**config.mk**
```make
export PLATFORM = sky130hd
export DESIGN_NAME = uart_rx_deserializer_flat
export DESIGN_NICKNAME = d
export VERILOG_FILES = /design/src/rtl/uart_rx_deserializer_if.sv /design/src/rtl/uart_rx_deserializer.sv /design/src/flat_wrapper.sv
export SDC_FILE = /design/constraint.sdc
export NUM_CORES = 1
export LEC_CHECK = 0
export BUFFER_PORTS_ARGS = -buffer_cell sky130_fd_sc_hd__buf_2
export CORE_AREA = 2 2 79 81
export DETAILED_ROUTE_END_ITERATION = 6
export DIE_AREA = 0 0 81 83
export HOLD_SLACK_MARGIN = 0.1
export PLACE_DENSITY = 0.77
export SLEW_MARGIN = 10
export SYNTH_ARGS = -nofsm -noshare
export SYNTH_HDL_FRONTEND = slang
export SYNTH_SLANG_ARGS = --single-unit
```
**constraint.sdc**
```tcl
create_clock -name clk -period 2.8 [get_ports clk]
set_input_delay 0.14 -clock clk [delete_from_list [all_inputs] [get_ports clk]]
set_output_delay 0.14 -clock clk [all_outputs]
set_load 0.01 [all_outputs]
```
**src/rtl/uart_rx_deserializer_if.sv**
```systemverilog
`default_nettype none
// +----------------------------------------------------------------------------+
// | Module : uart_rx_deserializer_if                                           |
// | Brief  : Serial line, baud code and holding-register handshake for UART RX |
// | Rev    : 1.0                                                               |
// +----------------------------------------------------------------------------+
interface uart_rx_deserializer_if #(
  parameter int DATA_BITS = 8
);
  logic [3:0]           baud_select;
  logic                 rx;
  logic                 rx_read;
  logic [DATA_BITS-1:0] rx_data;
  logic                 rx_valid;
  logic                 parity_err;
  logic                 framing_err;
  logic                 overrun_err;

  modport master (
    output baud_select, rx, rx_read,
    input  rx_data, rx_valid, parity_err, framing_err, overrun_err
  );

  modport slave (
    input  baud_select, rx, rx_read,
    output rx_data, rx_valid, parity_err, framing_err, overrun_err
  );
endinterface
`default_nettype wire

```
**src/rtl/uart_rx_deserializer.sv**
```systemverilog
`default_nettype none
// +----------------------------------------------------------------------------+
// | Module : uart_rx_deserializer                                              |
// | Brief  : UART receiver, mid-bit sampling, one-entry holding register       |
// | Rev    : 1.0                                                               |
// +----------------------------------------------------------------------------+
module uart_rx_deserializer #(
  parameter int DATA_BITS  = 8,
  parameter int PARITY_EN  = 0,
  parameter int PARITY_ODD = 0
) (
  input  wire logic             clk,
  input  wire logic             rstb,
  uart_rx_deserializer_if.slave bus
);

  typedef enum logic [2:0] {
    S_IDLE   = 3'd0,
    S_START  = 3'd1,
    S_DATA   = 3'd2,
    S_PARITY = 3'd3,
    S_STOP   = 3'd4
  } state_t;

  localparam logic [2:0] c_LAST_IDX = 3'(DATA_BITS - 1);
  localparam logic       c_ODD      = (PARITY_ODD != 0);
  localparam state_t     c_AFTER_DATA = (PARITY_EN != 0) ? S_PARITY : S_STOP;

  logic [1:0]           r_sync;
  logic                 w_rx_s;
  logic [17:0]          w_div;
  logic [17:0]          r_div;
  logic [17:0]          r_cnt;
  logic                 w_tick;
  logic                 w_half;
  logic                 w_done;
  state_t               r_state;
  logic [2:0]           r_idx;
  logic [DATA_BITS-1:0] r_shift;
  logic                 r_perr;
  logic [DATA_BITS-1:0] r_data;
  logic                 r_valid;
  logic                 r_par_err;
  logic                 r_frm_err;
  logic                 r_ovr_err;

  // Synchronizer resets to the idle (high) line level so reset never looks like a start bit.
  always_ff @(posedge clk or negedge rstb) begin
    if (!rstb) begin
      r_sync <= 2'b11;
    end else begin
      r_sync <= {r_sync[0], bus.rx};
    end
  end

  assign w_rx_s = r_sync[1];

  always_comb begin
    w_div = 18'd5208;
    case (bus.baud_select)
      4'd0:    w_div = 18'd166667;
      4'd1:    w_div = 18'd41667;
      4'd2:    w_div = 18'd20833;
      4'd3:    w_div = 18'd10417;
      4'd4:    w_div = 18'd5208;
      4'd5:    w_div = 18'd2604;
      4'd6:    w_div = 18'd1302;
      4'd7:    w_div = 18'd868;
      4'd8:    w_div = 18'd434;
      4'd9:    w_div = 18'd217;
      4'd10:   w_div = 18'd109;
      4'd11:   w_div = 18'd54;
      default: w_div = 18'd5208;
    endcase
  end

  assign w_tick = (r_cnt == r_div);
  assign w_half = (r_cnt == (r_div >> 1));
  assign w_done = (r_state == S_STOP) && w_tick;

  always_ff @(posedge clk or negedge rstb) begin
    if (!rstb) begin
      r_state   <= S_IDLE;
      r_cnt     <= 18'd0;
      r_div     <= 18'd0;
      r_idx     <= 3'd0;
      r_shift   <= '0;
      r_perr    <= 1'b0;
      r_data    <= '0;
      r_valid   <= 1'b0;
      r_par_err <= 1'b0;
      r_frm_err <= 1'b0;
      r_ovr_err <= 1'b0;
    end else begin
      r_cnt <= r_cnt + 18'd1;
      case (r_state)
        S_IDLE: begin
          r_cnt <= 18'd0;
          if (!w_rx_s) begin
            r_state <= S_START;
            r_div   <= w_div;
            r_idx   <= 3'd0;
            r_perr  <= 1'b0;
          end
        end
        S_START: begin
          if (w_half) begin
            r_cnt   <= 18'd0;
            r_state <= w_rx_s ? S_IDLE : S_DATA;
          end
        end
        S_DATA: begin
          if (w_tick) begin
            r_cnt          <= 18'd0;
            r_shift[r_idx] <= w_rx_s;
            r_idx          <= r_idx + 3'd1;
            if (r_idx == c_LAST_IDX) begin
              r_state <= c_AFTER_DATA;
            end
          end
        end
        S_PARITY: begin
          if (w_tick) begin
            r_cnt   <= 18'd0;
            r_perr  <= ((^r_shift) ^ w_rx_s) != c_ODD;
            r_state <= S_STOP;
          end
        end
        S_STOP: begin
          // Returning to IDLE on the sample point lets a back-to-back start bit be caught.
          if (w_tick) begin
            r_cnt   <= 18'd0;
            r_state <= S_IDLE;
          end
        end
        default: begin
          r_cnt   <= 18'd0;
          r_state <= S_IDLE;
        end
      endcase

      // A read in the completion cycle frees the register before the new frame lands.
      if (w_done) begin
        if (!r_valid || bus.rx_read) begin
          r_data    <= r_shift;
          r_par_err <= r_perr;
          r_frm_err <= ~w_rx_s;
          r_ovr_err <= 1'b0;
          r_valid   <= 1'b1;
        end else begin
          r_ovr_err <= 1'b1;
        end
      end else if (bus.rx_read && r_valid) begin
        r_valid   <= 1'b0;
        r_par_err <= 1'b0;
        r_frm_err <= 1'b0;
        r_ovr_err <= 1'b0;
      end
    end
  end

  assign bus.rx_data     = r_data;
  assign bus.rx_valid    = r_valid;
  assign bus.parity_err  = r_par_err;
  assign bus.framing_err = r_frm_err;
  assign bus.overrun_err = r_ovr_err;

endmodule
`default_nettype wire

```
**src/flat_wrapper.sv**
```systemverilog
// flat-port wrapper written by rule: the top's interface ports become plain ports
module uart_rx_deserializer_flat 
#(
  parameter int DATA_BITS  = 8,
  parameter int PARITY_EN  = 0,
  parameter int PARITY_ODD = 0
)
  (clk, rstb, bus_baud_select, bus_rx, bus_rx_read, bus_rx_data, bus_rx_valid, bus_parity_err, bus_framing_err, bus_overrun_err);
  uart_rx_deserializer_if #(.DATA_BITS(DATA_BITS)) bus_i ();
  input  wire logic clk;
  input  wire logic rstb;
  input wire logic [$bits(bus_i.baud_select)-1:0] bus_baud_select;
  input wire logic [$bits(bus_i.rx)-1:0] bus_rx;
  input wire logic [$bits(bus_i.rx_read)-1:0] bus_rx_read;
  output wire logic [$bits(bus_i.rx_data)-1:0] bus_rx_data;
  output wire logic [$bits(bus_i.rx_valid)-1:0] bus_rx_valid;
  output wire logic [$bits(bus_i.parity_err)-1:0] bus_parity_err;
  output wire logic [$bits(bus_i.framing_err)-1:0] bus_framing_err;
  output wire logic [$bits(bus_i.overrun_err)-1:0] bus_overrun_err;
  assign bus_i.baud_select = bus_baud_select;
  assign bus_i.rx = bus_rx;
  assign bus_i.rx_read = bus_rx_read;
  assign bus_rx_data = bus_i.rx_data;
  assign bus_rx_valid = bus_i.rx_valid;
  assign bus_parity_err = bus_i.parity_err;
  assign bus_framing_err = bus_i.framing_err;
  assign bus_overrun_err = bus_i.overrun_err;
  uart_rx_deserializer #(.DATA_BITS(DATA_BITS), .PARITY_EN(PARITY_EN), .PARITY_ODD(PARITY_ODD)) u_core (.clk(clk), .rstb(rstb), .bus(bus_i));
endmodule
```
# Word level (Yosys, flattened, before mapping)
# Memories as Yosys holds them, arrays and structs flattened. A register that Yosys moved wholly into a read port is not among the register bits.
# Cells that the tools add are included.
[classes]
add_sub_neg = 2
order_cmp = 2
eq_ne = 14
mux = 29
bitwise_logic = 2
n_reduce_logical = 19
[ops]
columns = ["operator", "n"]
rows = [
  ["2-to-1 mux 18 bit", 2],
  ["case mux 18 bit (2 select lines)", 1],
  ["2-to-1 mux 3 bit", 8],
  ["adder 18 x 1 -> 18 bit (second input constant)", 1],
  ["== test 18 x 17 -> 1 bit", 1],
  ["== test 18 bit", 1],
  ["case mux 3 bit (5 select lines)", 1],
  ["2-to-1 mux 1 bit", 12],
  ["inequality test 2 x 1 -> 1 bit (second input constant)", 5],
  ["bitwise mux 8 bit", 1],
  ["AND reduction 2 bit", 4],
  ["parity 8 bit", 1],
  ["== test 3 x 2 -> 1 bit (second input constant)", 2],
  ["== test 3 bit (second input constant)", 2],
  ["case mux 3 bit (2 select lines)", 1],
  ["AND reduction 3 bit", 2],
  ["AND reduction 6 bit", 1],
  ["nonzero test 2 bit", 3],
  ["less-than comparator 3 x 4 -> 1 bit (second input constant)", 1],
  ["inequality test 2 bit (second input constant)", 2],
  ["adder 3 x 1 -> 3 bit (second input constant)", 1],
  ["demux 1 bit (select 3 bit)", 1],
  ["== test 3 x 1 -> 1 bit (second input constant)", 1],
  [">= comparator 3 x 1 -> 1 bit (second input constant)", 1],
  ["9 further kinds", 12],
]
[totals]
register_bits = 65
romBits = 272
out_inout_bits = 12
elab_cells = 81
memories = 1
[mem_list]
columns = ["memory", "depth", "word_bits", "read_ports", "rd_ports_with_merged_regs", "write_ports", "line_no", "source"]
rows = [
  ["(no name shown)", 16, 17, 1, 1, 0, "uart_rx_deserializer.sv:60", "case (bus.baud_select)"],
]

# Longest topological paths before layout
[logic_depth]
word_depth = 5
depth_mapped = 9
depth_no_buf = 6

# Least setup slack after synthesis
# Ideal clock, no wire load.
[synth_timing]
path_kind = "register to register"
startpoint = "register u_core.r_cnt[13]"
endpoint = "register u_core.r_shift[3]"
setup_time_ns = 0.125
arrival_time_ns = 2.179
t_required_ns = 2.675
setup_slack_ns = 0.496
stages_incl_launch_ff = 10
period_less_slack_ns = 2.304
cell_sequence = "dfrtp_1 -> buf_6 -> xnor2_1 -> nand2_1 -> or4_1 -> or2_1 -> buf_6 -> buf_2 -> nor3_1 -> mux2_2"
[synth_between]
elab_chain_cells = 2
[synth_lines]
columns = ["element", "line_no", "source"]
rows = [
  ["start, declared", "uart_rx_deserializer.sv:33", "logic [17:0] r_cnt;"],
  ["start signal, assigned", "uart_rx_deserializer.sv:95", "r_cnt <= r_cnt + 18'd1;"],
  ["== test 18 bit", "uart_rx_deserializer.sv:77", "assign w_tick = (r_cnt == r_div);"],
  ["AND reduction 2 bit (no source line)", "n/a", ""],
  ["end signal, assigned by index", "uart_rx_deserializer.sv:115", "r_shift[r_idx] <= w_rx_s;"],
  ["end, declared", "uart_rx_deserializer.sv:39", "logic [DATA_BITS-1:0] r_shift;"],
]
# No other way between the ends.
# A chain may end at the register's enable or synchronous reset.

# Worst setup path after layout
[layout_timing]
startpoint = "register u_core.r_cnt[7]"
endpoint = "register u_core.r_data[3] (netlist: u_core.bus.rx_data[3])"
[layout_between]
elab_chain_cells = 3
[layout_lines]
columns = ["element", "line_no", "source"]
rows = [
  ["== test 18 bit", "uart_rx_deserializer.sv:77", ""],
  ["logical AND 1 bit", "uart_rx_deserializer.sv:79", "assign w_done = (r_state == S_STOP) && w_tick;"],
  ["AND reduction 2 bit (no source line)", "n/a", ""],
  ["end signal, assigned", "uart_rx_deserializer.sv:145", "r_data <= r_shift;"],
  ["end, declared", "uart_rx_deserializer.sv:41", "logic [DATA_BITS-1:0] r_data;"],
]
# No other way between the ends.

==> impl_results.md <==
* Most common cell after layout, fill and taps aside: dfrtp_1
* Initial core utilization at 59.3%
* Clk buf depth at 2
* Row cnt at 28
* Flip-flop and latch count after synthesis at 64
* Pint at 0.00196 W
* Mapped Area at 0.00345 mm^2
* Post-synth top flop: dfrtp_1
* Crit. End Element: flip-flop
* Commonest cells after routing, fill and taps aside: dfrtp_1, nand2_1, nor2_1, xnor2_1, xor2_1
* Die Span X at 81 um
* Core ar. at 0.00582 mm^2
* Post-synth EDFFs at 0
* IO Port Bufs at 19
* Clock Pin Slew Worst Setup and Hold Paths at 0.07 ns
* NumNets Final at 388
* 1st-pass router iterations at 4
* CP arrival at 2.77 ns
* Antenna Cells at 0
* Slew margin rel. at 40.7%
* Part of the power in registers at 44.6%
* YS warnings at 0
* CP startpoint kind: flip-flop
* Flop2flop setup slack at 0.25 ns
* Clk_skew at 0.00979 ns
* WL per Instance at 14.9 um
* Net Switching at 0.000999 W
* Multi-input logic area at 0.00171 mm^2
* Largest net degree at the start of global routing at 65
* Critical path class: reg -> reg
* # IOs at 20
* Distinct cells, synth at 39
* Comb pwr share at 25.0%
* Number of H-tree levels at 3
* Syn Inst Count at 351
* Final hold violation count at 0
* Reg area at 0.00160 mm^2
* Clk_lat worst skew at 0.35 ns
* Post-Route WL at 6720 um
* Clock sinks at 64
* Final WS setup at 0.246 ns
* Post-synth ARST share at 100%
* DRC viols at 0
* Syn avg cell area at 9.82 um^2
* Max Cap Viol at 0
* Cts bufs inserted at 9
* Die ar. at 0.00672 mm^2
* Pwr Density at 770 mW/mm^2
* Vias in the first global route at 2,407
* Vias per cell at 5.58
* Post CTS Setup Buffer Count at 0
* Share of cells above drive strength 1 at 16.2%
* Routed vias at 2,515
* Peak supply drop at 0.000632 V
* Drt first-iter violations at 172
* Final max-slew violation count at 0
* FMAX at 0.392 GHz
* Sw frac at 33.8%
* GRT Util Overall at 22.9%
* Worst hold path type: in -> reg
* RSZ-0062 raised after global routing: no
* Final GP Congestion at 0.879
* Outcome: complete, no violations
* Worst-path fanout max at 10
* Tmin final at 2.55 ns
* Initial antenna violation count at 0
* Required time of the critical path at 3.02 ns
* Die Span Y at 83 um
* Detail Route Antenna Nets at 0
* # fillers at 484
* GR Overflow Total at 0
* Area grow syn2layout at 11.5%
* CTS root buf: clkbuf_8
* DPL Wire Length at 4610 um
* Setup TNS at 0 ns
* Post-synthesis net count at 368
* Seq/Total Area, Yosys at 46.6%
* Worst-Margin Slew at 0.888 ns
* Setup violators final at 0
* Period utilization at 91.2%
* Power share of the clock group at 30.5%
* P_leak at 1.77 nW
* Pre-CTS setup slack at 0.292 ns
* CTS tree: yes
* First-pass GRT wire length at 11,700 um
## cells in the mapped netlist (2+ instances only)
library cell,count,share of area [%]
dfrtp_1,62,45
nand2_1,43,4.7
nor2_1,36,3.9
xnor2_1,34,8.6
xor2_1,20,5.1
mux2_2,15,4.9
nand3_1,14,2.0
inv_1,11,1.2
o21ai_0,10,1.5
clkbuf_1,9,0.98
ha_1,9,3.3
nor3_1,9,1.3
a21oi_1,8,1.2
o31ai_1,8,1.7
buf_2,7,1.0
nand4_1,6,1.1
nor4_1,6,1.1
a31oi_1,4,0.73
mux2i_1,4,1.2
nand2b_1,4,0.73
nor2b_1,4,0.73
and3_1,3,0.54
and4_1,3,0.76
or3_1,3,0.54
buf_6,2,0.65
dfstp_2,2,1.5
o21bai_1,2,0.44
o22ai_1,2,0.36
## critical path, stage by stage (launching register included)
cell	delay, ns
dfrtp_1	0.47
xnor2_1	0.18
nand4_1	0.11
or4_1	0.46
or2_1	0.39
nor3_4	0.43
mux2_1	0.39
## state kept, by name, indices dropped and copies added (netlist names)
| signal | count |
|---|---|
| u_core.bus.framing_err | 1 |
| u_core.r_shift | 8 |
| u_core.r_sync | 2 |
| u_core.r_idx | 3 |
| u_core.r_div | 17 |
| u_core.bus.rx_data | 8 |
| u_core.bus.rx_valid | 1 |
| u_core.r_perr | 1 |
| u_core.bus.parity_err | 1 |
| u_core.bus.overrun_err | 1 |
| u_core.r_state | 3 |
| u_core.r_cnt | 18 |
## metal layers
layer,GRT usage (%),up-vias,wire (um)
met4,11.2,0,164
li1,-,1244,-
met2,31.3,50,2940
met3,5.22,18,257
met5,0,-,0
met1,34.0,1203,3360
## cell families (layout without fill, tap and decap cells)
kind of cell / after synthesis / after routing / share of synthesized area [%]
flops: 64 / 64 / 46.6
mux: 20 / 20 / 6.39
fa+ha+maj: 9 / 9 / 3.27
xor+xnor: 54 / 54 / 13.7
compound gates: 40 / 40 / 7.63
simple gates: 135 / 135 / 18.6
buf+inv: 29 / 54 / 3.85
## final timing paths
kind                       cells after the start                from                      to
max in group asynchronous                      3                rstb  u_core.bus.overrun_err
min in group asynchronous                      3                rstb         u_core.r_cnt[5]
hold / removal                                 2  bus_baud_select[1]        u_core.r_div[15]
hold reg to reg                                0    u_core.r_sync[0]        u_core.r_sync[1]
setup reg to reg                               6     u_core.r_cnt[7]   u_core.bus.rx_data[3]
setup / recovery                               6     u_core.r_cnt[7]   u_core.bus.rx_data[3]
## timing repair
item                      in CTS  in global routing
hold buffers                   3                  0
resized for setup              0                  0
hold endpoints to repair      64                  0
## stage by stage
stage	instance area [um^2]	hold WS [ns]	total power (W)	util [%]	cells
after global routing	3840	0.133	0.00315	66.0	451
after detailed placement	3580	0.247	0.00206	61.6	432
after CTS	3840	0.114	0.00297	66.0	451
after global placement	3580	0.245	0.00203	61.6	432
after floorplan	3450	-0.156	0.00184	-	351
final	3840	0.123	0.00296	66.0	451
## layout make-up
class	instances	area share, %
tap	75	2.44
timing repair buffer	27	4.23
clock buffer	10	3.58
inverter	11	1.07
multi-input combinational	258	44.5
clock inverter	6	2.41
sequential	64	41.8
## power by group through the flow
stage | clock network (W) | logic, W | registers (W)
2_1_floorplan | 0 | 0.000599 | 0.00124
3_3_place_gp | 0 | 0.000716 | 0.00132
3_5_place_dp | 0 | 0.000733 | 0.00133
4_1_cts | 0.000920 | 0.000744 | 0.00131
5_1_grt | 0.000964 | 0.000842 | 0.00134
6_report | 0.000901 | 0.000738 | 0.00132
Note: power is estimated with default switching activity, not from simulation.
